===== config.mk =====
export PLATFORM = sky130hd
export DESIGN_NAME = scoreboard_counter
export DESIGN_NICKNAME = d
export VERILOG_FILES = /design/src/rtl/scoreboard_counter.sv
export SDC_FILE = /design/constraint.sdc
export NUM_CORES = 1
export LEC_CHECK = 0
export ABC_AREA = 1
export CORE_MARGIN = 2
export CORE_UTILIZATION = 30
export CTS_CLUSTER_SIZE = 25
export DETAILED_ROUTE_END_ITERATION = 7
export GPL_ROUTABILITY_DRIVEN = 0
export GPL_TIMING_DRIVEN = 0
export PLACE_DENSITY = 0.45
export SLEW_MARGIN = 20
export SYNTH_ARGS = -nofsm -noshare
export SYNTH_HDL_FRONTEND = slang
export SYNTH_SLANG_ARGS = --single-unit

===== constraint.sdc =====
create_clock -name clk_i -period 2.2 [get_ports clk_i]
set_clock_uncertainty 0.05 [all_clocks]
set_input_delay 0.44 -clock clk_i [delete_from_list [all_inputs] [get_ports clk_i]]
set_output_delay 0.44 -clock clk_i [all_outputs]
set_load 0.005 [all_outputs]

===== src/rtl/scoreboard_counter.sv =====
// Multi-channel single-clock up/down score counter. Each channel synchronises raw
// button levels, detects rising edges and steps a bounded saturating or wrapping count.
module scoreboard_counter #(
  parameter int NUM_CH  = 2,
  parameter int BW      = 7,
  parameter int MAX_VAL = 99,
  parameter bit WRAP    = 1'b0
) (
  input  logic                 clk_i,
  input  logic                 rst_i,
  input  logic [NUM_CH-1:0]    up_i,
  input  logic [NUM_CH-1:0]    down_i,
  input  logic                 clear_i,
  output logic [NUM_CH*BW-1:0] counter_val_o,
  output logic [NUM_CH-1:0]    at_max_o,
  output logic [NUM_CH-1:0]    at_min_o,
  output logic [NUM_CH-1:0]    event_o
);

  localparam logic [BW-1:0] MAX_C  = BW'(MAX_VAL);
  localparam logic [BW-1:0] ZERO_C = '0;
  localparam logic [BW-1:0] ONE_C  = BW'(1);

  // Synchroniser stages (s1, s2) and edge history (p) for both directions.
  logic [NUM_CH-1:0] up_s1_q, up_s2_q, up_p_q;
  logic [NUM_CH-1:0] dn_s1_q, dn_s2_q, dn_p_q;
  logic [NUM_CH-1:0] up_pulse, dn_pulse;

  logic [NUM_CH*BW-1:0] cnt_q, cnt_d;
  logic [NUM_CH-1:0]    event_q, event_d;

  always_ff @(posedge clk_i or posedge rst_i) begin
    if (rst_i) begin
      up_s1_q <= '0;
      up_s2_q <= '0;
      up_p_q  <= '0;
      dn_s1_q <= '0;
      dn_s2_q <= '0;
      dn_p_q  <= '0;
    end else begin
      up_s1_q <= up_i;
      up_s2_q <= up_s1_q;
      up_p_q  <= up_s2_q;
      dn_s1_q <= down_i;
      dn_s2_q <= dn_s1_q;
      dn_p_q  <= dn_s2_q;
    end
  end

  assign up_pulse = up_s2_q & ~up_p_q;
  assign dn_pulse = dn_s2_q & ~dn_p_q;

  for (genvar g = 0; g < NUM_CH; g++) begin : g_ch
    logic [BW-1:0] cur;
    logic [BW-1:0] nxt;

    assign cur = cnt_q[g*BW +: BW];

    // Clear wins over any pulse; simultaneous up and down cancel out.
    always_comb begin
      nxt = cur;
      if (clear_i) begin
        nxt = ZERO_C;
      end else if (up_pulse[g] && !dn_pulse[g]) begin
        if (cur < MAX_C) begin
          nxt = cur + ONE_C;
        end else if (WRAP) begin
          nxt = ZERO_C;
        end else begin
          nxt = MAX_C;
        end
      end else if (dn_pulse[g] && !up_pulse[g]) begin
        if (cur > ZERO_C) begin
          nxt = cur - ONE_C;
        end else if (WRAP) begin
          nxt = MAX_C;
        end else begin
          nxt = ZERO_C;
        end
      end
    end

    assign cnt_d[g*BW +: BW] = nxt;
    assign event_d[g]        = (nxt != cur);
    assign at_max_o[g]       = (cur == MAX_C);
    assign at_min_o[g]       = (cur == ZERO_C);
  end

  always_ff @(posedge clk_i or posedge rst_i) begin
    if (rst_i) begin
      cnt_q   <= '0;
      event_q <= '0;
    end else begin
      cnt_q   <= cnt_d;
      event_q <= event_d;
    end
  end

  assign counter_val_o = cnt_q;
  assign event_o       = event_q;

endmodule


==> impl_metrics.json, run 1 <==
{
  "status": "completed",
  "dr.pass1.iters": 4,
  "slew_viol_final": 0,
  "ant_nets": 0,
  "setup_viol": 0,
  "synth_nets": 324,
  "final_cell_mix": "108 x nand2_1, 39 x nand3_1, 38 x inv_1",
  "synth_top_area_cell": "dfrtp_1",
  "grt_pass1_vias": 1898,
  "wl_um": 5310,
  "cp-start-kind": "flip-flop",
  "syn_inst": 313,
  "antenna_cells": 0,
  "syn_to_final_growth_pct": 30.3,
  "dp_cells": 415,
  "grt_usage_pct": 15.2,
  "layout.cells.non_filler": 434,
  "clock_power_share_pct": 26.0,
  "cts_made_buffers": 3,
  "crit_fanout": 4,
  "die-width_um": 86.3,
  "ys_ff_latch": 28,
  "drc": 0,
  "syn_avg_cell_area_um2": 6.49,
  "clock_latency_ns": 0.28,
  "vias_per_cell": 4.69,
  "fill_cells": 706,
  "cts_buffer_depth": 2,
  "rsz0062_at_grt": "false",
  "power_density_nw_per_um2": 609,
  "vdd_drop_max_mv": 0.302,
  "hold_buffers": 0,
  "die_area_um2": 7440,
  "ys_warn_count": 0,
  "worst_pin_slew_ns": 0.588,
  "start_util_pct": 31.4,
  "vias": 2036,
  "hold_violations": 0,
  "wl_per_cell_um": 12.2,
  "hold_class": "reg -> reg",
  "antenna_found_initial": 0,
  "multi_input_area_um2": 1160,
  "io_pins": 27,
  "regArea_um2": 712,
  "arrival_ns": 1.55,
  "synthTopCellsByArea": "dfrtp_1 35%, nand2_1 20%, nand3_1 9.9%",
  "syn_area_um2": 2030,
  "grt_pass1_wl_um": 9100,
  "end_kind": "output port",
  "fin_crit_sh_pct": 92.9,
  "die_h_um": 86.3,
  "drt_iter0_markers": 120,
  "io_buffers": 25,
  "p_sw_uw": 538,
  "fin_setup_tns_ns": 0,
  "max_freq_mhz": 489,
  "grt.overflow.total": 0,
  "ys_seq_area_share_pct": 34.5,
  "maxCapViolCount": 0,
  "grt_max_degree": 29,
  "drive_above_1_share_pct": 18.8,
  "slew_headroom_pct": 60.7,
  "power_frac_seq_pct": 37.1,
  "mostFrequentLayoutCell": "nand2_1",
  "core_um2": 6460,
  "hold_slack_ns": 0.306,
  "power_frac_comb_pct": 36.9,
  "cts.sinks": 28,
  "clkTransAtPathRegs_ns": 0.11,
  "h-tree-depth": 1,
  "synth.distinct_cells": 27,
  "worstPathRequired_ns": 1.71,
  "tritoncts": "built",
  "root_buffer": "clkbuf_8",
  "nNetsFinal": 369,
  "swShare_pct": 33.4,
  "netlist.area_leader.share_pct": 34.5,
  "fp-row-count": 29,
  "period_minus_slack_ns": 2.04,
  "leakage_uw": 0.00143,
  "p_int_uw": 1070,
  "hpwl_um": 3760,
  "path_class": "reg -> out"
}
## flip-flops by register name, indices dropped and copies added (netlist names)
name and cells:
counter_val_o 14, dn_p_q 2, dn_s1_q 2, dn_s2_q 2, event_o 2, up_p_q 2
up_s1_q 2, up_s2_q 2
## cells by family after synthesis
group           Yosys count  synth area share [%]
simple gates            203                  45.3
fa+ha+maj                 4                  2.46
xor+xnor                  2                 0.863
flops                    28                  34.5
compound gates           21                  5.92
buf+inv                  55                  10.9
## path summary, 6_finish.rpt
check / from / endpoint / slack, ns / cells past startpoint
min reg2reg: dn_s1_q[0] / dn_s2_q[0] / 0.31 / 0
max: counter_val_o[0] / at_max_o[0] / 0.16 / 5
min: dn_s1_q[0] / dn_s2_q[0] / 0.31 / 0
max reg2reg: counter_val_o[7] / event_o[1] / 0.16 / 15
max in group asynchronous: rst_i / counter_val_o[8] / 1.19 / 2
min in group asynchronous: rst_i / counter_val_o[6] / 0.48 / 2
## metal layers
metal | track usage [%] | part of all wire (%) | wire length [µm] | up-vias
li1 | - | - | - | 1068
met1 | 23.3 | 53 | 2830 | 936
met2 | 22.9 | 43 | 2290 | 30
met3 | 2.86 | 3.3 | 173 | 2
met4 | 1.99 | 0.41 | 22 | 0
met5 | 0 | 0 | 0 | -
## timing repair
item,in CTS,in global routing
pin swaps,3,1
resized for setup,21,14
setup endpoints to repair,5,4
buffers inserted,10,6
## cell type report
type | count | share of cell area [%]
Timing Repair Buffer | 41 | 14.4
Buffer | 5 | 1.42
Tap cell | 77 | 3.64
Sequential cell | 28 | 26.9
Clock inverter | 1 | 1.14
Multi-Input combinational cell | 230 | 43.7
Inverter | 49 | 7.24
Clock buffer | 3 | 1.56
## critical path, stage by stage (launching register included)
cell and delay (ns):
dfrtp_2 0.39, buf_4 0.12, ha_1 0.23, nand2_1 0.08, nor4_1 0.17, dlygate4sd2_1 0.27
## per-stage QoR
step                      total power [µW]  util [%]  worst slack, ns  area (µm²)
after floorplan                        938         -            0.408        2030
after global placement                1110      36.8           -0.175        2380
after detailed placement              1110      36.8           -0.202        2380
after CTS                             1600      39.6          -0.0810        2560
after global routing                  1740      41.0           0.0237        2650
final                                 1610      41.0            0.156        2650
## power by group through the flow
stage	combinational (µW)	sequential [µW]	clock, µW
3_3_place_gp	500	611	0
4_1_cts	563	599	438
3_5_place_dp	498	611	0
5_1_grt	674	607	462
2_1_floorplan	334	604	0
6_report	594	598	418
## Yosys cell counts (all sizes together)
| master | n |
|---|---|
| nor4 | 1 |
| a31oi | 1 |
| a21oi | 8 |
| o211ai | 1 |
| inv | 47 |
| nand3b | 1 |
| nand3 | 42 |
| clkbuf | 1 |
| nor2 | 39 |
| or2 | 1 |
| dfrtp | 28 |
| ha | 4 |
| nand2 | 113 |
| o21ai | 11 |
| nand4 | 6 |
| xor2 | 2 |
| clkinv | 2 |
| buf | 5 |
No activity file was read; power rests on OpenSTA's default activity.
==> run 2: changes to the inputs <==
- CELL_PAD_IN_SITES_DETAIL_PLACEMENT: unset -> 2
- CELL_PAD_IN_SITES_GLOBAL_PLACEMENT: unset -> 2
- PLACE_DENSITY: 0.45 -> 0.76
==> impl_metrics.json, run 2 (same netlist as run 1, synthesis figures left out) <==
{
  "cp_slowest_cell": "dfrtp_2",
  "path_class": "reg -> reg",
  "die-width_um": 86.3,
  "max_freq_mhz": 479,
  "grt_max_degree": 29,
  "fp-row-count": 29,
  "dpl-instance-area_um2": 2380,
  "hold_class": "reg -> reg",
  "io_pins": 27,
  "slew_headroom_pct": 58.7,
  "vdd_drop_max_mv": 0.428,
  "largest_reg_flops": 14,
  "grt_pass1_wl_um": 11300,
  "h-tree-depth": 1,
  "fin_setup_tns_ns": 0,
  "core_um2": 6460,
  "root_buffer": "clkbuf_8",
  "vias": 2165,
  "leakage_uw": 0.00145,
  "cts.sinks": 28,
  "path_delay_family": "simple AND/OR/NAND/NOR gates",
  "wl_per_cell_um": 15.7,
  "hold_buffers": 0,
  "die_h_um": 86.3,
  "grt_usage_pct": 19.2,
  "syn_to_final_growth_pct": 31.3,
  "fin_crit_sh_pct": 94.9,
  "cts_made_buffers": 3,
  "m1WireLength_um": 3480,
  "final_cell_mix": "109 x nand2_1, 39 x nand3_1, 38 x inv_1",
  "setup_viol": 0,
  "start_util_pct": 31.4,
  "grt.overflow.total": 0,
  "crit_chain": "buf_4 > buf_4 > buf_4 > nand2_1 > nand3_2 > nand2_4 > nand2_2 > nor2_2 > nor2_2 > nand2_1 > nand3_1 > nor2_1 > nand2_1",
  "drive_above_1_share_pct": 19.9,
  "mostFrequentLayoutCell": "nand2_1",
  "layout.cells.non_filler": 438,
  "power_uw": 1640,
  "drt_iter0_markers": 58,
  "regArea_um2": 709,
  "worstPathRequired_ns": 2.33,
  "hold_violations": 0,
  "nNetsFinal": 373,
  "final_area_um2": 2670,
  "p_sw_uw": 571,
  "power_frac_seq_pct": 36.2,
  "grt_pass1_vias": 2295,
  "worst_pin_slew_ns": 0.620,
  "slew_viol_final": 0,
  "wl_met2_um": 3220,
  "cts_buffer_depth": 2,
  "antenna_cells": 0,
  "status": "completed",
  "clock_latency_ns": 0.28,
  "slowest_delay_ns": 0.43,
  "path_buf_inv": 3,
  "dr.pass1.iters": 4,
  "met3_length_um": 128,
  "routed.top_layer": "met4",
  "wl_um": 6880,
  "multi_input_area_um2": 1160,
  "cp-start-kind": "flip-flop",
  "end_kind": "flip-flop",
  "maxCapViolCount": 0,
  "drc": 0,
  "power_frac_comb_pct": 38.6,
  "p_int_uw": 1070,
  "clkTransAtPathRegs_ns": 0.11,
  "tritoncts": "built",
  "clock_power_share_pct": 25.2,
  "power_density_nw_per_um2": 615,
  "utilization_pct": 41.3,
  "swShare_pct": 34.8,
  "io_buffers": 25,
  "arrival_ns": 2.21,
  "period_minus_slack_ns": 2.09,
  "antenna_found_initial": 0,
  "crit_fanout": 5,
  "rrSetupSlack_ns": 0.11,
  "fill_cells": 797,
  "ant_nets": 0,
  "hpwl_um": 4960,
  "rsz0062_at_grt": "false",
  "vias_per_cell": 4.94,
  "die_area_um2": 7440,
  "dp_cells": 415
}
[run 2: final timing paths]
| path | startpoint | endpoint | cells after the start |
|---|---|---|---|
| min | up_s1_q[1] | up_s2_q[1] | 0 |
| min reg2reg | up_s1_q[1] | up_s2_q[1] | 0 |
| min in group asynchronous | rst_i | counter_val_o[5] | 2 |
| max in group asynchronous | rst_i | counter_val_o[8] | 2 |
| max reg2reg | counter_val_o[0] | event_o[0] | 13 |
| max | counter_val_o[0] | event_o[0] | 13 |
[run 2: worst register-to-register path: cells and delay by family, from the launching register on]
kind                   cells  cell delay (ns)
AND/OR/NAND/NOR           10             1.07
buffers and inverters      3             0.43
flip-flops                 1             0.43
[run 2: layout make-up]
| cell class | count | share of cell area [%] |
|---|---|---|
| sequential | 28 | 26.6 |
| clock buffer | 3 | 1.55 |
| inverter | 49 | 7.18 |
| buffer | 6 | 1.60 |
| tap | 77 | 3.61 |
| timing repair buffer | 44 | 14.8 |
| clock inverter | 1 | 1.13 |
| multi-input combinational | 230 | 43.5 |
[run 2: per-layer routing]
metal  vias to the layer above  GRT usage, %
met2                        24          31.9
met4                         0          2.70
li1                       1071             -
met1                      1066          27.2
met3                         4          2.76
met5                         -             0
[run 2: metrics by stage]
stage / hold slack (ns) / setup slack [ns]
after global placement: 0.284 / -0.199
after floorplan: 0.281 / 0.408
after global routing: 0.327 / 0.00878
final: 0.294 / 0.111
after detailed placement: 0.286 / -0.234
after CTS: 0.304 / -0.0804
[run 2: power groups by stage]
stage                     registers (µW)  clock network (µW)  logic (µW)
after detailed placement             615                   0         523
final                                594                 413         633
after global placement               613                   0         507
after CTS                            596                 426         595
after global routing                 601                 447         711
after floorplan                      604                   0         334
[run 2: repair_timing]
| action | in CTS | in global routing |
|---|---|---|
| resized for setup | 23 | 12 |
| pin swaps | 3 | 4 |
| setup endpoints to repair | 5 | 4 |
| setup buffers | 11 | 8 |
==> run 3: changes to the inputs <==
- ABC_AREA: 1 -> unset
- PLACE_DENSITY: 0.76 -> 0.71
- clock period: 2.2 -> 2.3 ns (I/O delays scaled with it)
==> impl_metrics.json, run 3 <==
{
  "synth_top_cells_by_count": "28 x dfrtp_1, 24 x nor2_1, 17 x a21oi_1, 17 x nand2_1, 13 x nor3_1",
  "root_buffer": "clkbuf_8",
  "ant_nets": 0,
  "r2r_start": "counter_val_o[0]",
  "worst_pin_slew_ns": 0.604,
  "nNetsFinal": 284,
  "maxCapViolCount": 0,
  "slew_headroom_pct": 59.7,
  "max_freq_mhz": 456,
  "antenna_found_initial": 0,
  "die-width_um": 83.4,
  "synth_edf_count": 0,
  "cts.sinks": 28,
  "cp-start-kind": "flip-flop",
  "die_h_um": 83.4,
  "worstPathRequired_ns": 2.41,
  "r2r_cells": 7,
  "crit_path_end": "event_o[0]",
  "fin_crit_sh_pct": 95.4,
  "ys.flop_type": "dfrtp_1",
  "synth.distinct_cells": 51,
  "syn_avg_cell_area_um2": 8.26,
  "vdd_drop_max_mv": 0.257,
  "ys_ff_latch": 28,
  "grt_pass1_vias": 2084,
  "cts_buffer_depth": 2,
  "wl_um": 7050,
  "routed.top_layer": "met4",
  "vias": 1999,
  "crit_fanout": 5,
  "tritoncts": "built",
  "power_density_nw_per_um2": 618,
  "pre_cts_ws_ns": -0.481,
  "clkTransAtPathRegs_ns": 0.10,
  "cts_made_buffers": 3,
  "rrSetupSlack_ns": 0.11,
  "arrival_ns": 2.30,
  "hold_buffers": 0,
  "status": "completed",
  "setup_viol": 0,
  "end_kind": "flip-flop",
  "cp-startpoint": "counter_val_o[0]",
  "hold_violations": 0,
  "antenna_cells": 0,
  "synthTopCellsByArea": "dfrtp_1 37%, nor2_1 4.8%, a21oi_1 4.5%",
  "grt.overflow.total": 0,
  "crit_chain": "buf_4 > buf_4 > a2111oi_4 > o211ai_4 > o311ai_1 > and4_1 > nand4_1",
  "syn_inst": 229,
  "slew_viol_final": 0,
  "hpwl_um": 4810,
  "syn_to_final_growth_pct": 28.8,
  "grt_pass1_wl_um": 11400,
  "io_buffers": 26,
  "syn_area_um2": 1890,
  "wl_met2_um": 3240,
  "fp-row-count": 28,
  "leakage_uw": 0.000979,
  "m1WireLength_um": 3400,
  "start_util_pct": 31.6,
  "worst_slack_ns": 0.106,
  "slowest_delay_ns": 0.43,
  "ys_warn_count": 0,
  "period_minus_slack_ns": 2.19,
  "ys_async_sr_fraction_pct": 100,
  "hold_class": "reg -> reg",
  "drt_iter0_markers": 160,
  "cpMostUsedCell": "buf_4",
  "io_pins": 27,
  "hp-start": "up_s1_q[0]",
  "vias_per_cell": 5.78,
  "ys_seq_area_share_pct": 37.1,
  "yosysMostFrequentCell": "dfrtp_1",
  "drc": 0,
  "synth_top_area_cell": "dfrtp_1",
  "grt_usage_pct": 20.4,
  "largest_reg_flops": 14,
  "grt_max_degree": 29,
  "dr.pass1.iters": 4,
  "h-tree-depth": 1,
  "fin_setup_tns_ns": 0,
  "final_cell_mix": "23 x nor2_1, 23 x dfrtp_1, 22 x clkdlybuf4s50_1",
  "core_um2": 5990,
  "met3_length_um": 286,
  "drive_above_1_share_pct": 15.9,
  "path_class": "reg -> reg",
  "wl_per_cell_um": 20.4,
  "timing.rr.end": "event_o[0]",
  "die_area_um2": 6950,
  "clock_latency_ns": 0.28,
  "netlist.area_leader.share_pct": 37.1,
  "synth_nets": 240,
  "cp_slowest_cell": "dfrtp_2"
}
## run 3: cell count changes after synthesis, moves of 7 or more
cell	previous run	this run
nor2_4	7	0
nand2b_1	0	9
clkbuf_1	1	8
inv_1	44	10
a21oi_1	8	17
nor3_1	0	13
nand2_1	109	17
nand3_1	40	11
## run 3: metrics by stage
step	cells	power (µW)	util (%)	instance area, µm²	hold WS [ns]
2_1_floorplan	229	918	-	1890	0.281
3_3_place_gp	330	1140	37.5	2240	0.284
3_5_place_dp	330	1150	37.5	2240	0.286
4_1_cts	346	1490	40.1	2400	0.312
5_1_grt	346	1600	40.6	2430	0.316
6_report	346	1500	40.6	2430	0.309
## run 3: critical path, delay by kind of cell, from the launching register on
| family | cells | cell delay [ns] |
|---|---|---|
| buffers and inverters | 2 | 0.31 |
| DFF | 1 | 0.43 |
| and+or+nand+nor | 2 | 0.39 |
| AOI/OAI and AO/OA | 3 | 0.88 |
## run 3: kinds of logic (layout without fill, tap and decap cells)
| kind of cell | after synthesis | after routing | share of synthesized area (%) |
|---|---|---|---|
| AND/OR/NAND/NOR | 103 | 103 | 29.0 |
| AO/OA/AOI/OAI | 63 | 63 | 22.8 |
| flip-flops | 28 | 28 | 37.1 |
| buffers and inverters | 25 | 67 | 5.62 |
| adder cells (fa/ha/maj) | 4 | 4 | 2.65 |
| XOR/XNOR | 4 | 4 | 1.85 |
| multiplexers | 2 | 2 | 1.06 |
## run 3: what timing repair did
item,4_1_cts,5_1_grt
pin swaps,3,2
setup endpoints to repair,16,3
gates resized for setup,18,11
setup buffers,14,1
## run 3: worst min path at each step
stage | endpoint | slack (ns) | depth (start not counted)
5_1_grt | up_s2_q[0] | 0.32 | 0
3_3_place_gp | up_s2_q[1] | 0.28 | 0
4_1_cts | up_s2_q[0] | 0.31 | 0
2_1_floorplan | dn_s2_q[0] | 0.28 | 0
3_5_place_dp | dn_s2_q[1] | 0.29 | 0
6_report | up_s2_q[0] | 0.31 | 0
## run 3: cell type report
cell class / instances / area [µm²]
Fill cell: 678 / 3560
Multi-Input combinational cell: 176 / 1110
Clock buffer: 3 / 41.3
Sequential cell: 28 / 707
Buffer: 12 / 70.1
Tap cell: 75 / 93.8
Timing Repair Buffer: 41 / 368
Inverter: 11 / 42.5
## run 3: where the power goes
group / switching [µW] / leakage (µW) / internal (µW)
Clock: 168 / 0.0000216 / 118
Combinational: 362 / 0.000613 / 287
Sequential: 29.8 / 0.000345 / 539
## run 3: routing by layer
metal	track usage, %	up-vias
met4	4.77	0
met5	0	-
li1	-	931
met1	30.2	1002
met2	31.9	53
met3	2.19	13
